--- src/rtl/hash_pkg.sv ---
// rtl/hash_pkg.sv - shared constants, state encoding and byte helpers for the hash message feeder
//
// Holds the BLAKE3 initial chaining value IV_0..IV_7, block/word geometry,
// the default block budget per message and the feeder state enumeration.
package hash_pkg;

    localparam int BLK_WORDS    = 16;
    localparam int BLK_BYTES    = 64;
    localparam int WIDX_W       = 4;
    localparam int BCNT_W       = 5;
    localparam int BL_W         = 7;
    localparam int MAX_BLKS_DEF = 16;

    localparam logic [31:0] IV_0 = 32'h6A09E667;
    localparam logic [31:0] IV_1 = 32'hBB67AE85;
    localparam logic [31:0] IV_2 = 32'h3C6EF372;
    localparam logic [31:0] IV_3 = 32'hA54FF53A;
    localparam logic [31:0] IV_4 = 32'h510E527F;
    localparam logic [31:0] IV_5 = 32'h9B05688C;
    localparam logic [31:0] IV_6 = 32'h1F83D9AB;
    localparam logic [31:0] IV_7 = 32'h5BE0CD19;

    localparam logic [7:0][31:0] IV = {IV_7, IV_6, IV_5, IV_4, IV_3, IV_2, IV_1, IV_0};

    typedef enum logic [2:0] {
        ST_IDLE  = 3'd0,
        ST_FILL  = 3'd1,
        ST_START = 3'd2,
        ST_WAIT  = 3'd3,
        ST_DONE  = 3'd4,
        ST_DRAIN = 3'd5
    } feeder_state_t;

    // Valid byte count of a final word; the 2-bit code 0 stands for a full word.
    function automatic logic [2:0] last_nbytes(input logic [1:0] lb);
        return (lb == 2'd0) ? 3'd4 : {1'b0, lb};
    endfunction

    // Little-endian keep mask for the low nbytes bytes of a word.
    function automatic logic [31:0] byte_mask(input logic [2:0] nbytes);
        case (nbytes)
            3'd1:    return 32'h0000_00FF;
            3'd2:    return 32'h0000_FFFF;
            3'd3:    return 32'h00FF_FFFF;
            default: return 32'hFFFF_FFFF;
        endcase
    endfunction

endpackage

--- src/rtl/msg_block_buf.sv ---
// rtl/msg_block_buf.sv - 16x32 message block buffer with indexed write, byte masking and clear
//
// Ports:
//   clk, rst        clock and synchronous active-high reset (clears the buffer)
//   clr             clear all words to zero (takes priority over a write)
//   wr_en, wr_idx   write enable and word index
//   wr_data         word to store
//   wr_last         word is the final word of the message; apply byte mask
//   wr_last_bytes   valid bytes of the final word (0 means 4)
//   blk_data        whole block, word 0 in blk_data[0]
module msg_block_buf
    import hash_pkg::*;
(
    input  logic                           clk,
    input  logic                           rst,
    input  logic                           clr,
    input  logic                           wr_en,
    input  logic [WIDX_W-1:0]              wr_idx,
    input  logic [31:0]                    wr_data,
    input  logic                           wr_last,
    input  logic [1:0]                     wr_last_bytes,
    output logic [BLK_WORDS-1:0][31:0]     blk_data
);

    logic [BLK_WORDS-1:0][31:0] words;
    logic [31:0]                wr_masked;

    // Bytes past the end of the message must hash as zero, whatever the source drove.
    always_comb begin
        wr_masked = wr_data;
        if (wr_last) begin
            wr_masked = wr_data & byte_mask(last_nbytes(wr_last_bytes));
        end
    end

    always_ff @(posedge clk) begin
        if (rst || clr) begin
            words <= '0;
        end else if (wr_en) begin
            words[wr_idx] <= wr_masked;
        end
    end

    assign blk_data = words;

endmodule

--- src/rtl/hash_msg_feeder.sv ---
// rtl/hash_msg_feeder.sv - packs a word stream into BLAKE3 blocks and sequences HashGen over one chunk
//
// Ports:
//   Clk, Rst                   clock, synchronous active-high reset
//   Data_I, DVld_I, DRdy_O     message word stream (little-endian bytes)
//   Last_I, LastBytes_I        final-word marker and its valid byte count (0 = 4)
//   Strt_O                     one-cycle compression start
//   BL_O, CS/CE/ROOT_flg_O     block length and BLAKE3 flags for the block
//   H_O, Msg_O                 chaining value and message block
//   Vld_I, HRes_I              HashGen done level and result
//   Dgst_O, DgstVld_O          final digest and its one-cycle strobe
//   Err_O                      one-cycle strobe when a message exceeds MAX_BLKS blocks
module hash_msg_feeder
    import hash_pkg::*;
#(
    parameter int MAX_BLKS = MAX_BLKS_DEF
) (
    input  logic                       Clk,
    input  logic                       Rst,
    input  logic [31:0]                Data_I,
    input  logic                       DVld_I,
    output logic                       DRdy_O,
    input  logic                       Last_I,
    input  logic [1:0]                 LastBytes_I,
    output logic                       Strt_O,
    output logic [31:0]                BL_O,
    output logic                       CS_flg_O,
    output logic                       CE_flg_O,
    output logic                       ROOT_flg_O,
    output logic [7:0][31:0]           H_O,
    output logic [BLK_WORDS-1:0][31:0] Msg_O,
    input  logic                       Vld_I,
    input  logic [7:0][31:0]           HRes_I,
    output logic [7:0][31:0]           Dgst_O,
    output logic                       DgstVld_O,
    output logic                       Err_O
);

    localparam logic [BCNT_W-1:0] MAX_CNT = BCNT_W'(MAX_BLKS);

    feeder_state_t state, state_nxt;

    logic [WIDX_W-1:0] widx;
    logic [BCNT_W-1:0] blk_cnt;
    logic              first_blk;
    logic              final_blk;
    logic              wait_arm;
    logic [BL_W-1:0]   bl_q;
    logic [7:0][31:0]  h_q;
    logic [7:0][31:0]  dgst_q;
    logic              err_q;

    logic xfer;
    logic overlen;
    logic store;
    logic blk_close;
    logic done_ok;

    assign xfer      = DVld_I & DRdy_O;
    // All permitted blocks have been consumed without seeing the final word.
    assign overlen   = (blk_cnt == MAX_CNT);
    assign store     = xfer && ((state == ST_IDLE) || ((state == ST_FILL) && !overlen));
    assign blk_close = store && (Last_I || (widx == WIDX_W'(BLK_WORDS - 1)));
    // HashGen may still show its previous idle level in the start cycle and the
    // one after it, so Vld_I only counts from the second WAIT cycle on.
    assign done_ok   = (state == ST_WAIT) && wait_arm && Vld_I;

    // State register
    always_ff @(posedge Clk) begin
        if (Rst) begin
            state <= ST_IDLE;
        end else begin
            state <= state_nxt;
        end
    end

    // Next-state logic
    always_comb begin
        state_nxt = state;
        case (state)
            ST_IDLE: begin
                if (store) begin
                    state_nxt = blk_close ? ST_START : ST_FILL;
                end
            end
            ST_FILL: begin
                if (xfer) begin
                    if (overlen) begin
                        state_nxt = Last_I ? ST_IDLE : ST_DRAIN;
                    end else if (blk_close) begin
                        state_nxt = ST_START;
                    end
                end
            end
            ST_START: state_nxt = ST_WAIT;
            ST_WAIT: begin
                if (done_ok) begin
                    state_nxt = final_blk ? ST_DONE : ST_FILL;
                end
            end
            ST_DONE:  state_nxt = ST_IDLE;
            ST_DRAIN: begin
                if (xfer && Last_I) begin
                    state_nxt = ST_IDLE;
                end
            end
            default:  state_nxt = ST_IDLE;
        endcase
    end

    // Output logic
    always_comb begin
        DRdy_O     = 1'b0;
        Strt_O     = 1'b0;
        DgstVld_O  = 1'b0;
        CS_flg_O   = 1'b0;
        CE_flg_O   = 1'b0;
        ROOT_flg_O = 1'b0;
        case (state)
            ST_IDLE, ST_FILL, ST_DRAIN: DRdy_O = !Rst;
            ST_START: begin
                Strt_O     = 1'b1;
                CS_flg_O   = first_blk;
                CE_flg_O   = final_blk;
                ROOT_flg_O = final_blk;
            end
            ST_WAIT: begin
                CS_flg_O   = first_blk;
                CE_flg_O   = final_blk;
                ROOT_flg_O = final_blk;
            end
            ST_DONE:  DgstVld_O = 1'b1;
            default:  DRdy_O = 1'b0;
        endcase
    end

    // Block bookkeeping, chaining value and digest
    always_ff @(posedge Clk) begin
        if (Rst) begin
            widx      <= '0;
            blk_cnt   <= '0;
            first_blk <= 1'b1;
            final_blk <= 1'b0;
            wait_arm  <= 1'b0;
            bl_q      <= '0;
            h_q       <= IV;
            dgst_q    <= '0;
            err_q     <= 1'b0;
        end else begin
            wait_arm <= (state == ST_WAIT);
            err_q    <= (state == ST_FILL) && xfer && overlen;

            if (state == ST_IDLE) begin
                h_q       <= IV;
                first_blk <= 1'b1;
                blk_cnt   <= '0;
                final_blk <= 1'b0;
            end

            if (store) begin
                widx <= widx + 1'b1;
            end
            if (blk_close) begin
                final_blk <= Last_I;
                bl_q      <= Last_I ? ({1'b0, widx, 2'b00} + {4'd0, last_nbytes(LastBytes_I)})
                                    : BL_W'(BLK_BYTES);
            end

            if (done_ok) begin
                widx <= '0;
                if (final_blk) begin
                    dgst_q <= HRes_I;
                end else begin
                    h_q       <= HRes_I;
                    first_blk <= 1'b0;
                    if (blk_cnt != MAX_CNT) begin
                        blk_cnt <= blk_cnt + 1'b1;
                    end
                end
            end
        end
    end

    msg_block_buf u_buf (
        .clk           (Clk),
        .rst           (Rst),
        .clr           (done_ok),
        .wr_en         (store),
        .wr_idx        (widx),
        .wr_data       (Data_I),
        .wr_last       (Last_I),
        .wr_last_bytes (LastBytes_I),
        .blk_data      (Msg_O)
    );

    assign BL_O   = {{(32 - BL_W){1'b0}}, bl_q};
    assign H_O    = h_q;
    assign Dgst_O = dgst_q;
    assign Err_O  = err_q;

endmodule

--- config.mk ---
export PLATFORM = sky130hd
export DESIGN_NAME = hash_msg_feeder
export DESIGN_NICKNAME = d
export VERILOG_FILES = /design/src/rtl/hash_pkg.sv /design/src/rtl/msg_block_buf.sv /design/src/rtl/hash_msg_feeder.sv
export SDC_FILE = /design/constraint.sdc
export NUM_CORES = 2
export LEC_CHECK = 0
export CAP_MARGIN = 5
export CORE_AREA = 4 4 519 521
export CTS_CLUSTER_SIZE = 25
export DETAILED_ROUTE_END_ITERATION = 12
export DIE_AREA = 0 0 523 525
export GPL_TIMING_DRIVEN = 0
export SLEW_MARGIN = 40
export SYNTH_ARGS = -nofsm -noshare
export SYNTH_HDL_FRONTEND = slang
export SYNTH_SLANG_ARGS = --single-unit
export TNS_END_PERCENT = 30
--- constraint.sdc ---
create_clock -name Clk -period 4.4 [get_ports Clk]
set_clock_uncertainty 0.2 [all_clocks]
set_input_delay 0.44 -clock Clk [delete_from_list [all_inputs] [get_ports Clk]]
set_output_delay 0.44 -clock Clk [all_outputs]
set_load 0.03 [all_outputs]
* Word-level counts from Yosys, hierarchy flattened
Cells that the tools add are included.
Word-level totals: register bits 1047, bits in latches 0, memory bits (writable) 0, memory bits (read-only) 0, input bits 295, output and inout bits 1063, word-level logic and storage cells 120, memories 0
Cells by class: add/subtract/negate cells 3, $mul 0, div/mod/pow operators 0, order comparisons 2, equality and inequality tests 16, shift operators 0, muxes and demuxes 35, bitwise operators 2, reduce and logical (&&, ||, !) cells 22
Operators with widths (number):
- $mux 256 | 3
- $bwmux 512 | 1
- $demux 32 s4 | 1
- $mux 32 | 3
- $pmux 32 s3 | 1
- $and 32x32->32 | 1
- $mux 3 | 9
- $mux 5 | 4
- $pmux 3 s5 | 1
- $eq 3x2->1 const B | 4
- $mux 1 | 10
- $logic_and 1x1->1 | 9
- $add 6x3->7 | 1
- $mux 7 | 1
- $eq 3x1->1 const B | 2
- $eq 3x3->1 const B | 2
- $ne 2x2->1 const B | 3
- $add 5x1->5 const B | 1
- $eq 5x5->1 const B | 1
- $lt 4x5->1 const B | 1
- $ne 5x5->1 const B | 1
- $reduce_and 5->1 | 1
- $add 4x1->4 const B | 1
- $eq 4x4->1 const B | 1
- 13 further kinds | 17

* Depth between registers and ports, before layout
depth after elaboration 10, mapped depth 9

* Hierarchy
Synthesis repeated with hierarchy kept, for this count alone.
Unflattened totals: cells, all modules 4170, area, all modules 37818.8 µm²
By module, submodules not included:
- hash_msg_feeder | instances 1, cells an instance 2423, area each 19324.8 µm², seq. area each 10710.3 µm²
- msg_block_buf | instances 1, cells an instance 1747, area each 18494.0 µm², seq. area each 10249.8 µm²

* Least setup slack after synthesis
Ideal clock, no wire load.
path kind input -> output, start input port Rst, end output port DRdy_O, arrival 1.879 ns, data required time 3.760 ns, slack 1.881 ns, stages 5, path buffers 4, path through buf_2 > clkbuf_1 > clkbuf_1 > clkbuf_1 > nor3_1
On the way: word-level cells in the longest chain between the ends 2
Ends and longest elaborated chain:
- from (decl) | line hash_msg_feeder.sv:19 | input logic Rst,
- $logic_not 1->1 | line hash_msg_feeder.sv:120 | ST_IDLE, ST_FILL, ST_DRAIN: DRdy_O = !Rst;
- $mux 1 | line hash_msg_feeder.sv:119 | case (state)
- to (decl) | line hash_msg_feeder.sv:22 | output logic DRdy_O,
Every way passes these cells.

* Worst setup path in the final report
start register state[1], end output port ROOT_flg_O
On the way: word-level cells in the longest chain between the ends 3, elaborated cells on any way between the ends 4, classes of those cells eq/ne: 2; mux: 1; reduce/logical: 1
Ends and longest elaborated chain:
- from (decl) | line hash_msg_feeder.sv:41 | feeder_state_t state, state_nxt;
- from (signal assigned) | line hash_msg_feeder.sv:73 | state <= state_nxt;
- $eq 3x2->1 | line hash_msg_feeder.sv:119
- $reduce_or 2->1 (no source line) *
- $mux 1 * | line hash_msg_feeder.sv:119
- to (decl) | line hash_msg_feeder.sv:29 | output logic ROOT_flg_O,
Every way passes the cells marked *; elsewhere a longest branch is shown, timed or not.

==> metrics <==
run status=finished, final reports clean; pwr dens=363 nW/um^2; wire per inst=27.9 um; post-synthesis instance area=36,600 um^2; final wirelength=265,000 um; # port buffers=1,331; crit path to=ROOT_flg_O; layout cells sized above 1=0.0791; number of synthesized flops with an enable pin=0; Synth cell types=49; fin crit share=0.884; Final Net Count=6,144; routed vias=39,768; post-route minimum period=3.89 ns; Max-cap violations=0; Yosys Warn Count=0; CTS sink count=1,047; Starting Density=0.138; leakage power=20.3 nW; clock buffer depth=3; first-pass GRT wire length=343,000 um; Arr. time, crit path=3.25 ns; final hold vios=0; Die W=523 um; cell breakdown of the critical path=buf_6 -> clkbuf_1 -> nor2b_1 -> and2_1 -> buf_4 -> clkdlybuf4s50_1; post-synthesis register bit count=1,047; Vias/cell=4.18; unrepaired setup endpoints after global routing=false; commonest non-fill, non-tap cells in the layout=1,308 x clkdlybuf4s50_1, 1,047 x dfxtp_1, 688 x nand2_1; CP max stage delay=0.91 ns; # DRC=0; clock slew at reported path FFs=0.06 ns; final setup vio count=0; commonest register cell after synthesis=dfxtp_1; I/O Pins=1,358; CTS tree=built; max_slew headroom=0.375; Setup Crit Path Kind=reg2out; Critical Path Source Type=flop; fmax=257 MHz; die area=275,000 um^2; Pre-Repair DR Iteration Count=6; CP Max Fanout=10; peak supply drop=300 uV; Buf/Inv on CP=4; register area share after synthesis=0.573; largest net degree at the start of global routing=18; commonest non-fill, non-tap cell in the layout=clkdlybuf4s50_1; DP Wirelength=219,000 um; GPL Wtd Cong=0.952; vias in the first global route=36,959; worst hold slack=0.0918 ns; worst r2r src=blk_cnt[0]; slowest CP cell=clkdlybuf4s50_1; GRT Total Usage=0.182; Clk Latency, worst-skew pair=0.77 ns; CTS root buffer=clkbuf_16; FP Rows=189; setup slack, reg-to-reg=0.75 ns; R2R depth=8; die height=525 um; PostCTS Resize Cnt=0; total grt overflow=0; Critical Path Stages=6; crit path from=state[1]; initial antenna violation count=77; Final Max Slew Viols=0; Setup crit end kind=output port; Core ar.=265,000 um^2; Cells after Synth=4,269; CTS Buf Count=119; Mean Syn Cell Area=8.57 um^2; Synth-to-Final Area Change=63.9%; RR Endpoint=u_buf.blk_data[188]; DRT antenna net count=0; Iter 0 DRT Violations=4,008; min-delay worst type=in2reg; CTS HTree Levels=3; async set-reset flop share out of synthesis=0; Total Power=0.0218 W; Slew @ Worst Pin=0.938 ns; min-delay src=HRes_I[144]; crit-path leading delay family=buffers and inverters; critical path data required time=3.76 ns
-- layout make-up --
class                   count  area, um^2
plain buffers             443        2030
clock inverters            43         652
diodes                     41         103
fillers                 28961      205000
clock buffers             171        3470
inverters                   7        26.3
well taps                3533        4420
flip-flops and latches   1047       21000
multi-input cells        2796       13900
repair buffers           1424       14400
-- logic make-up after synthesis --
family / count (synthesis) / synth area share
xor+xnor: 8 / 0.00191
compound gates: 1072 / 0.165
simple gates: 1678 / 0.203
mux: 2 / 0.000547
flops: 1047 / 0.573
buf+inv: 450 / 0.0538
other cells: 1 / 0.000102
fa+ha+maj: 11 / 0.00376
-- worst min-delay path by stage --
stage,end,slack (ns),cells after the start
3_3_place_gp,Dgst_O[80],0.24,2
5_1_grt,u_buf.blk_data[485],0.03,3
4_1_cts,Dgst_O[141],0.0003,3
2_1_floorplan,first_blk,0.26,2
6_report,H_O[144],0.09,3
3_5_place_dp,Dgst_O[149],0.25,2
-- cell usage after synthesis, types with 9 or more instances --
master     number  area (um^2)
o2111ai_4       9          236
o21bai_1      137         1030
o21ai_1        28          140
nand3_1       671         3360
nand2_1       688         2580
buf_1          40          150
buf_4          30          225
buf_2          97          485
dfxtp_1      1047        21000
a21oi_1       421         2110
nor2_1        146          548
o21ai_0       454         2270
clkbuf_1      270         1010
ha_1           11          138
nor3_1        144          721
-- through the flow --
| step | instance area [um^2] | std cells | setup TNS (ns) | setup slack [ns] | util |
|---|---|---|---|---|---|
| 6_report | 60000 | 9505 | 0 | 0.511 | 0.227 |
| 5_1_grt | 59900 | 9474 | 0 | 0.447 | 0.226 |
| 4_1_cts | 59900 | 9464 | 0 | 0.432 | 0.226 |
| 3_5_place_dp | 55100 | 9184 | 0 | 0.217 | 0.208 |
| 3_3_place_gp | 54400 | 9157 | -16.76 | -0.464 | 0.206 |
| 2_1_floorplan | 36700 | 4293 | 0 | 1.88 | - |
-- where the power goes --
group          switching [W]  internal, W  leakage [nW]
combinational        0.00113     0.000505          9.89
clock                0.00448      0.00614          2.01
sequential         0.0000212      0.00951          8.44
total                0.00564       0.0161          20.3
-- what timing repair did --
| item | 4_1_cts | 5_1_grt |
|---|---|---|
| setup buffers | 0 | 0 |
| hold buffers | 66 | 0 |
| endpoints found under the hold margin | 85 | 0 |
-- state kept, by name, indices dropped and copies added (netlist names) --
name and flops:
first_blk 1, wait_arm 1, final_blk 1, H_O 256, u_buf.blk_data 512, state 3
bl_q 7, widx 4, Dgst_O 256, blk_cnt 5, Err_O 1
-- tightest hold or removal path, stage by stage --
cell	delay, ns
clkdlybuf4s50_1	0.42
nand2_1	0.07
a21oi_1	0.05
-- layer usage --
metal  wire length [um]  up-vias  GRT usage  part of all wire
li1                   -    17772          -                 -
met1             106000    19270      0.225              0.40
met2             118000     2287      0.287              0.44
met3              27000      405     0.0570              0.10
met4              14400       34     0.0883             0.054
met5                216        -          0           0.00081
No activity file was read; power rests on OpenSTA's default activity.
